$ cat src/rtl/load_store_unit.sv
// Load/store unit: the only master of a single-cycle registered memory.
// It serves one core request at a time, either a load or a store.
module load_store_unit #(
    parameter int ADDR_W = 32
) (
    input  logic              clk,
    input  logic              reset,
    input  logic              req_valid,
    output logic              req_ready,
    input  logic              req_we,
    input  logic [ADDR_W-1:0] req_addr,
    input  logic [2:0]        req_funct3,
    input  logic [31:0]       req_wdata,
    output logic              rsp_valid,
    output logic [31:0]       rsp_rdata,
    output logic              rsp_fault,
    output logic [ADDR_W-1:0] mem_addr,
    output logic              mem_ren,
    output logic [31:0]       mem_wdata,
    output logic [3:0]        mem_wmask,
    input  logic [31:0]       mem_rdata
);

    typedef enum logic [1:0] {IDLE, ACCESS, LWAIT, RESP} state_t;

    state_t      state, state_next;
    logic        accept;
    logic        req_fault;
    logic [31:0] st_wdata;
    logic [3:0]  st_mask;
    logic [31:0] load_data;
    logic [7:0]  byte_sel;
    logic [15:0] half_sel;
    logic        lat_we;
    logic [1:0]  lat_off;
    logic [2:0]  lat_funct3;

    assign accept = req_valid & req_ready;

    // Misaligned halfwords/words, reserved width codes and unsigned stores all fault.
    always_comb begin
        req_fault = 1'b0;
        case (req_funct3)
            3'b000, 3'b100: req_fault = 1'b0;
            3'b001, 3'b101: req_fault = req_addr[0];
            3'b010:         req_fault = |req_addr[1:0];
            default:        req_fault = 1'b1;
        endcase
        if (req_we && (req_funct3 >= 3'b011))
            req_fault = 1'b1;
    end

    always_comb begin
        st_wdata = req_wdata;
        st_mask  = 4'b1111;
        case (req_funct3[1:0])
            2'b00: begin
                st_wdata = {4{req_wdata[7:0]}};
                st_mask  = 4'b0001 << req_addr[1:0];
            end
            2'b01: begin
                st_wdata = {2{req_wdata[15:0]}};
                st_mask  = req_addr[1] ? 4'b1100 : 4'b0011;
            end
            default: ;
        endcase
    end

    // Lane selection and extension of the word returned by memory.
    always_comb begin
        byte_sel  = mem_rdata[8*lat_off +: 8];
        half_sel  = lat_off[1] ? mem_rdata[31:16] : mem_rdata[15:0];
        load_data = mem_rdata;
        case (lat_funct3)
            3'b000:  load_data = {{24{byte_sel[7]}}, byte_sel};
            3'b100:  load_data = {24'h0, byte_sel};
            3'b001:  load_data = {{16{half_sel[15]}}, half_sel};
            3'b101:  load_data = {16'h0, half_sel};
            default: load_data = mem_rdata;
        endcase
    end

    always_ff @(posedge clk or posedge reset) begin
        if (reset)
            state <= IDLE;
        else
            state <= state_next;
    end

    always_comb begin
        state_next = state;
        case (state)
            IDLE:    if (accept) state_next = req_fault ? RESP : ACCESS;
            ACCESS:  state_next = lat_we ? RESP : LWAIT;
            LWAIT:   state_next = RESP;
            RESP:    state_next = IDLE;
            default: state_next = IDLE;
        endcase
    end

    always_comb begin
        req_ready = (state == IDLE);
    end

    // Memory strobes are set on the accept edge so they are live only during ACCESS.
    always_ff @(posedge clk or posedge reset) begin
        if (reset) begin
            rsp_valid  <= 1'b0;
            rsp_rdata  <= 32'h0;
            rsp_fault  <= 1'b0;
            mem_addr   <= '0;
            mem_ren    <= 1'b0;
            mem_wdata  <= 32'h0;
            mem_wmask  <= 4'h0;
            lat_we     <= 1'b0;
            lat_off    <= 2'b00;
            lat_funct3 <= 3'b000;
        end else begin
            rsp_valid <= 1'b0;
            mem_ren   <= 1'b0;
            mem_wmask <= 4'h0;
            case (state)
                IDLE: begin
                    if (accept) begin
                        lat_we     <= req_we;
                        lat_off    <= req_addr[1:0];
                        lat_funct3 <= req_funct3;
                        if (req_fault) begin
                            rsp_valid <= 1'b1;
                            rsp_fault <= 1'b1;
                            rsp_rdata <= 32'h0;
                        end else begin
                            mem_addr <= req_addr;
                            mem_ren  <= ~req_we;
                            if (req_we) begin
                                mem_wdata <= st_wdata;
                                mem_wmask <= st_mask;
                            end
                        end
                    end
                end
                ACCESS: begin
                    if (lat_we) begin
                        rsp_valid <= 1'b1;
                        rsp_fault <= 1'b0;
                        rsp_rdata <= 32'h0;
                    end
                end
                LWAIT: begin
                    rsp_valid <= 1'b1;
                    rsp_fault <= 1'b0;
                    rsp_rdata <= load_data;
                end
                default: ;
            endcase
        end
    end

endmodule

$ cat config.mk
export PLATFORM = sky130hd
export DESIGN_NAME = load_store_unit
export DESIGN_NICKNAME = d
export VERILOG_FILES = /design/src/rtl/load_store_unit.sv
export SDC_FILE = /design/constraint.sdc
export NUM_CORES = 1
export LEC_CHECK = 0
export CAP_MARGIN = 0
export CORE_MARGIN = 4
export CORE_UTILIZATION = 57
export CTS_CLUSTER_SIZE = 8
export DETAILED_ROUTE_END_ITERATION = 7
export DONT_BUFFER_PORTS = 1
export PLACE_DENSITY = 0.77
export SLEW_MARGIN = 5
export SYNTH_ARGS = -nofsm -noshare
export SYNTH_HDL_FRONTEND = slang
export SYNTH_SLANG_ARGS = --single-unit
$ cat constraint.sdc
create_clock -name clk -period 3.4 [get_ports clk]
set_input_delay 0.68 -clock clk [delete_from_list [all_inputs] [get_ports clk]]
set_output_delay 0.68 -clock clk [all_outputs]
set_load 0.05 [all_outputs]
==> results.sh <==
export IMPL_yosysTopAreaCell="dfrtp_1"
export IMPL_diodes=0
export IMPL_fin_tns_setup_ps=0
export IMPL_vias=3636
export IMPL_nets=571
export IMPL_finalSetupViolCount=0
export IMPL_grt_pass1_vias=3817
export IMPL_fmax_mhz=391
export IMPL_synth_area_mm2=0.00527
export IMPL_initial_core_util_pct=59.5
export IMPL_grt_overflow_total=0
export IMPL_die_area_mm2=0.0108
export IMPL_cts_root_buf="clkbuf_8"
export IMPL_gp_congestion=0.900
export IMPL_ys_seq_elements=111
export IMPL_grt_max_degree=84
export IMPL_slew_headroom_pct=17.1
export IMPL_core_area_mm2=0.00885
export IMPL_period_share_pct=75.2
export IMPL_drv_slew=0
export IMPL_grt_setup_unrepaired="false"
export IMPL_critPathBufInv=2
export IMPL_path_cells="inv_1 -> ha_1 -> nand2_1 -> or2_1 -> buf_4 -> mux2_1"
export IMPL_hold_viol=0
export IMPL_max_stage_delay_ps=610
export IMPL_antenna_found_initial=0
export IMPL_num_io_pins=207
export IMPL_cts_sinks=111
export IMPL_hold_path_class="in2async"
export IMPL_synthArstFlopShare_pct=100
export IMPL_htree_levels=3
export IMPL_port_buffers=0
export IMPL_wl_per_cell_um=22.0
export IMPL_synth_seq_area_share_pct=52.7
export IMPL_area_delta_synth_final_pct=3.61
export IMPL_synth_ff_type="dfrtp_1"
export IMPL_vias_per_cell=6.32
export IMPL_yosysWarnings=0
export IMPL_arrival_ps=2800
export IMPL_outcome="complete, no violations"
export IMPL_vdd_drop_max_v=0.000697
export IMPL_synth_top_cell_area_share_pct=52.7
export IMPL_synth_edf_count=0
export IMPL_cp_max_fo=32
export IMPL_clk_latency_ps=360
export IMPL_routed_wl_um=12700
export IMPL_required_ps=3640
export IMPL_cts_resized=0
export IMPL_final_layout_size_suffix_gt1_share_pct=8.99
export IMPL_worst_pin_slew_ps=1240
export IMPL_cts_max_path_buffers=2
export IMPL_synthTopCellsByCount="111 x dfrtp_1, 63 x o21ai_0, 37 x nand2_1"
export IMPL_grt_usage_pct=23.3
export IMPL_power_density_mw_per_mm2=1120
export IMPL_maxCapViolCount=0
export IMPL_rows=34
export IMPL_clk_pin_slew_ps=110
export IMPL_p_total_mw=6.12
export IMPL_fin_worst_skew_ps=8.87
export IMPL_p_leak_nw=2.42
export IMPL_die_h_um=104
export IMPL_synth_nets=590
export IMPL_numCtsBuffers=9
export IMPL_synthCells=482
export IMPL_critPathSlowestCell="ha_1"
export IMPL_ys_types=39
export IMPL_fillers=749
export IMPL_post_cts_buffers=0
export IMPL_cp_top_family="simple AND/OR/NAND/NOR gates"
export IMPL_drt_initial_drc_count=110
export IMPL_yosysMostFrequentCell="dfrtp_1"
export IMPL_start_kind="flip-flop"
export IMPL_drc=0
export IMPL_period_minus_slack_ps=2560
export IMPL_first_pass_iters=4
export IMPL_grt_pass1_wl_um=20200
export IMPL_post_dp_hpwl_um=9360
export IMPL_syn_area_per_cell_um2=10.9
export IMPL_cts_tree="yes"
export IMPL_crit_type="reg2reg"
export IMPL_synth_area_leaders="dfrtp_1 53%, mux2_1 6.6%, o21ai_0 6.0%"
export IMPL_die_x_um=104
export IMPL_postRouteAntennaNets=0
export IMPL_ctsHoldBuffers=0
export IMPL_end_kind="flip-flop"
area by class of cell:
| class | count | area [um2] | area share [%] |
|---|---|---|---|
| Inverter | 10 | 41.3 | 0.757 |
| Timing Repair Buffer | 6 | 57.6 | 1.05 |
| Sequential cell | 111 | 2780 | 50.9 |
| Multi-Input combinational cell | 325 | 2270 | 41.5 |
| Tap cell | 108 | 135 | 2.48 |
| Clock inverter | 5 | 42.5 | 0.779 |
| Clock buffer | 10 | 138 | 2.52 |
state kept, by name (all words and copies together) (netlist names), 2 cells and up:
register / cells
lat_funct3: 3
lat_off: 2
mem_addr: 32
mem_wdata: 32
mem_wmask: 4
rsp_rdata: 32
state: 2
metrics by stage:
step	instance area, um2	hold slack [ps]	util [%]	std cells	setup slack [ps]
after detailed placement	5280	510	59.6	560	859
after global routing	5460	278	61.7	575	622
after floorplan	5270	472	-	482	1110
after global placement	5280	505	59.6	560	944
after CTS	5460	261	61.7	575	837
final	5460	258	61.7	575	844
cells in the final DEF (no fill, tap or decap), drive strengths merged, types with 3 or more instances in the layout:
cell,netlist,routed
a31oi,7,7
mux2i,25,25
mux2,46,46
ha,5,5
buf,17,6
a211o,7,7
o21ai,64,64
clkbuf,19,10
o31ai,24,24
nand2,37,37
inv,10,10
a21oi,24,24
nand2b,3,3
a22o,8,8
nand3b,7,7
nor2,30,30
o211ai,7,7
nor2b,8,8
dfrtp,111,111
clkinvlp,0,4
nor3,4,4
cell families after synthesis:
logic type / synth area share, %
buf+inv: 4.47
simple gates: 8.79
mux: 15.0
fa+ha+maj: 1.19
flops: 52.7
compound gates: 17.8
worst paths after layout:
| kind | start | end | slack [ps] | cells past startpoint |
|---|---|---|---|---|
| worst max-delay path | state[0]$_DFFE_PP0N_ | mem_addr[12]$_DFFE_PP0P_ | 840 | 6 |
| worst min register to register | lat_we$_DFFE_PP0P_ | lat_we$_DFFE_PP0P_ | 540 | 1 |
| max in group asynchronous | reset | mem_addr[19]$_DFFE_PP0P_ | 2310 | 2 |
| min in group clk | req_we | mem_ren$_DFF_PP0_ | 390 | 1 |
| worst min-delay path | reset | rsp_rdata[16]$_DFFE_PP0P_ | 260 | 1 |
| worst max register to register | state[0]$_DFFE_PP0N_ | mem_addr[12]$_DFFE_PP0P_ | 840 | 6 |
where the power goes:
group | leakage (nW) | internal, mW | total, mW | switching, mW
combinational | 0.916 | 0.619 | 1.54 | 0.917
sequential | 1.42 | 1.80 | 3.85 | 2.04
clock | 0.0825 | 0.290 | 0.736 | 0.446
worst reg2reg max path, delay by kind of cell, from the launching register on:
kind                     cells  cell delay, ps
multiplexers                 1             370
flip-flops                   1             420
adder cells (fa/ha/maj)      1             610
AND/OR/NAND/NOR              2             650
buffers and inverters        2             390
routing by layer:
metal / GRT usage, % / routed length [um] / vias up
met5: 0 / 0 / -
met4: 7.22 / 237 / 0
met3: 9.62 / 1380 / 17
met2: 40.0 / 6400 / 173
met1: 26.5 / 4650 / 1763
li1: - / - / 1683
Power figures use the tool's default switching activity.
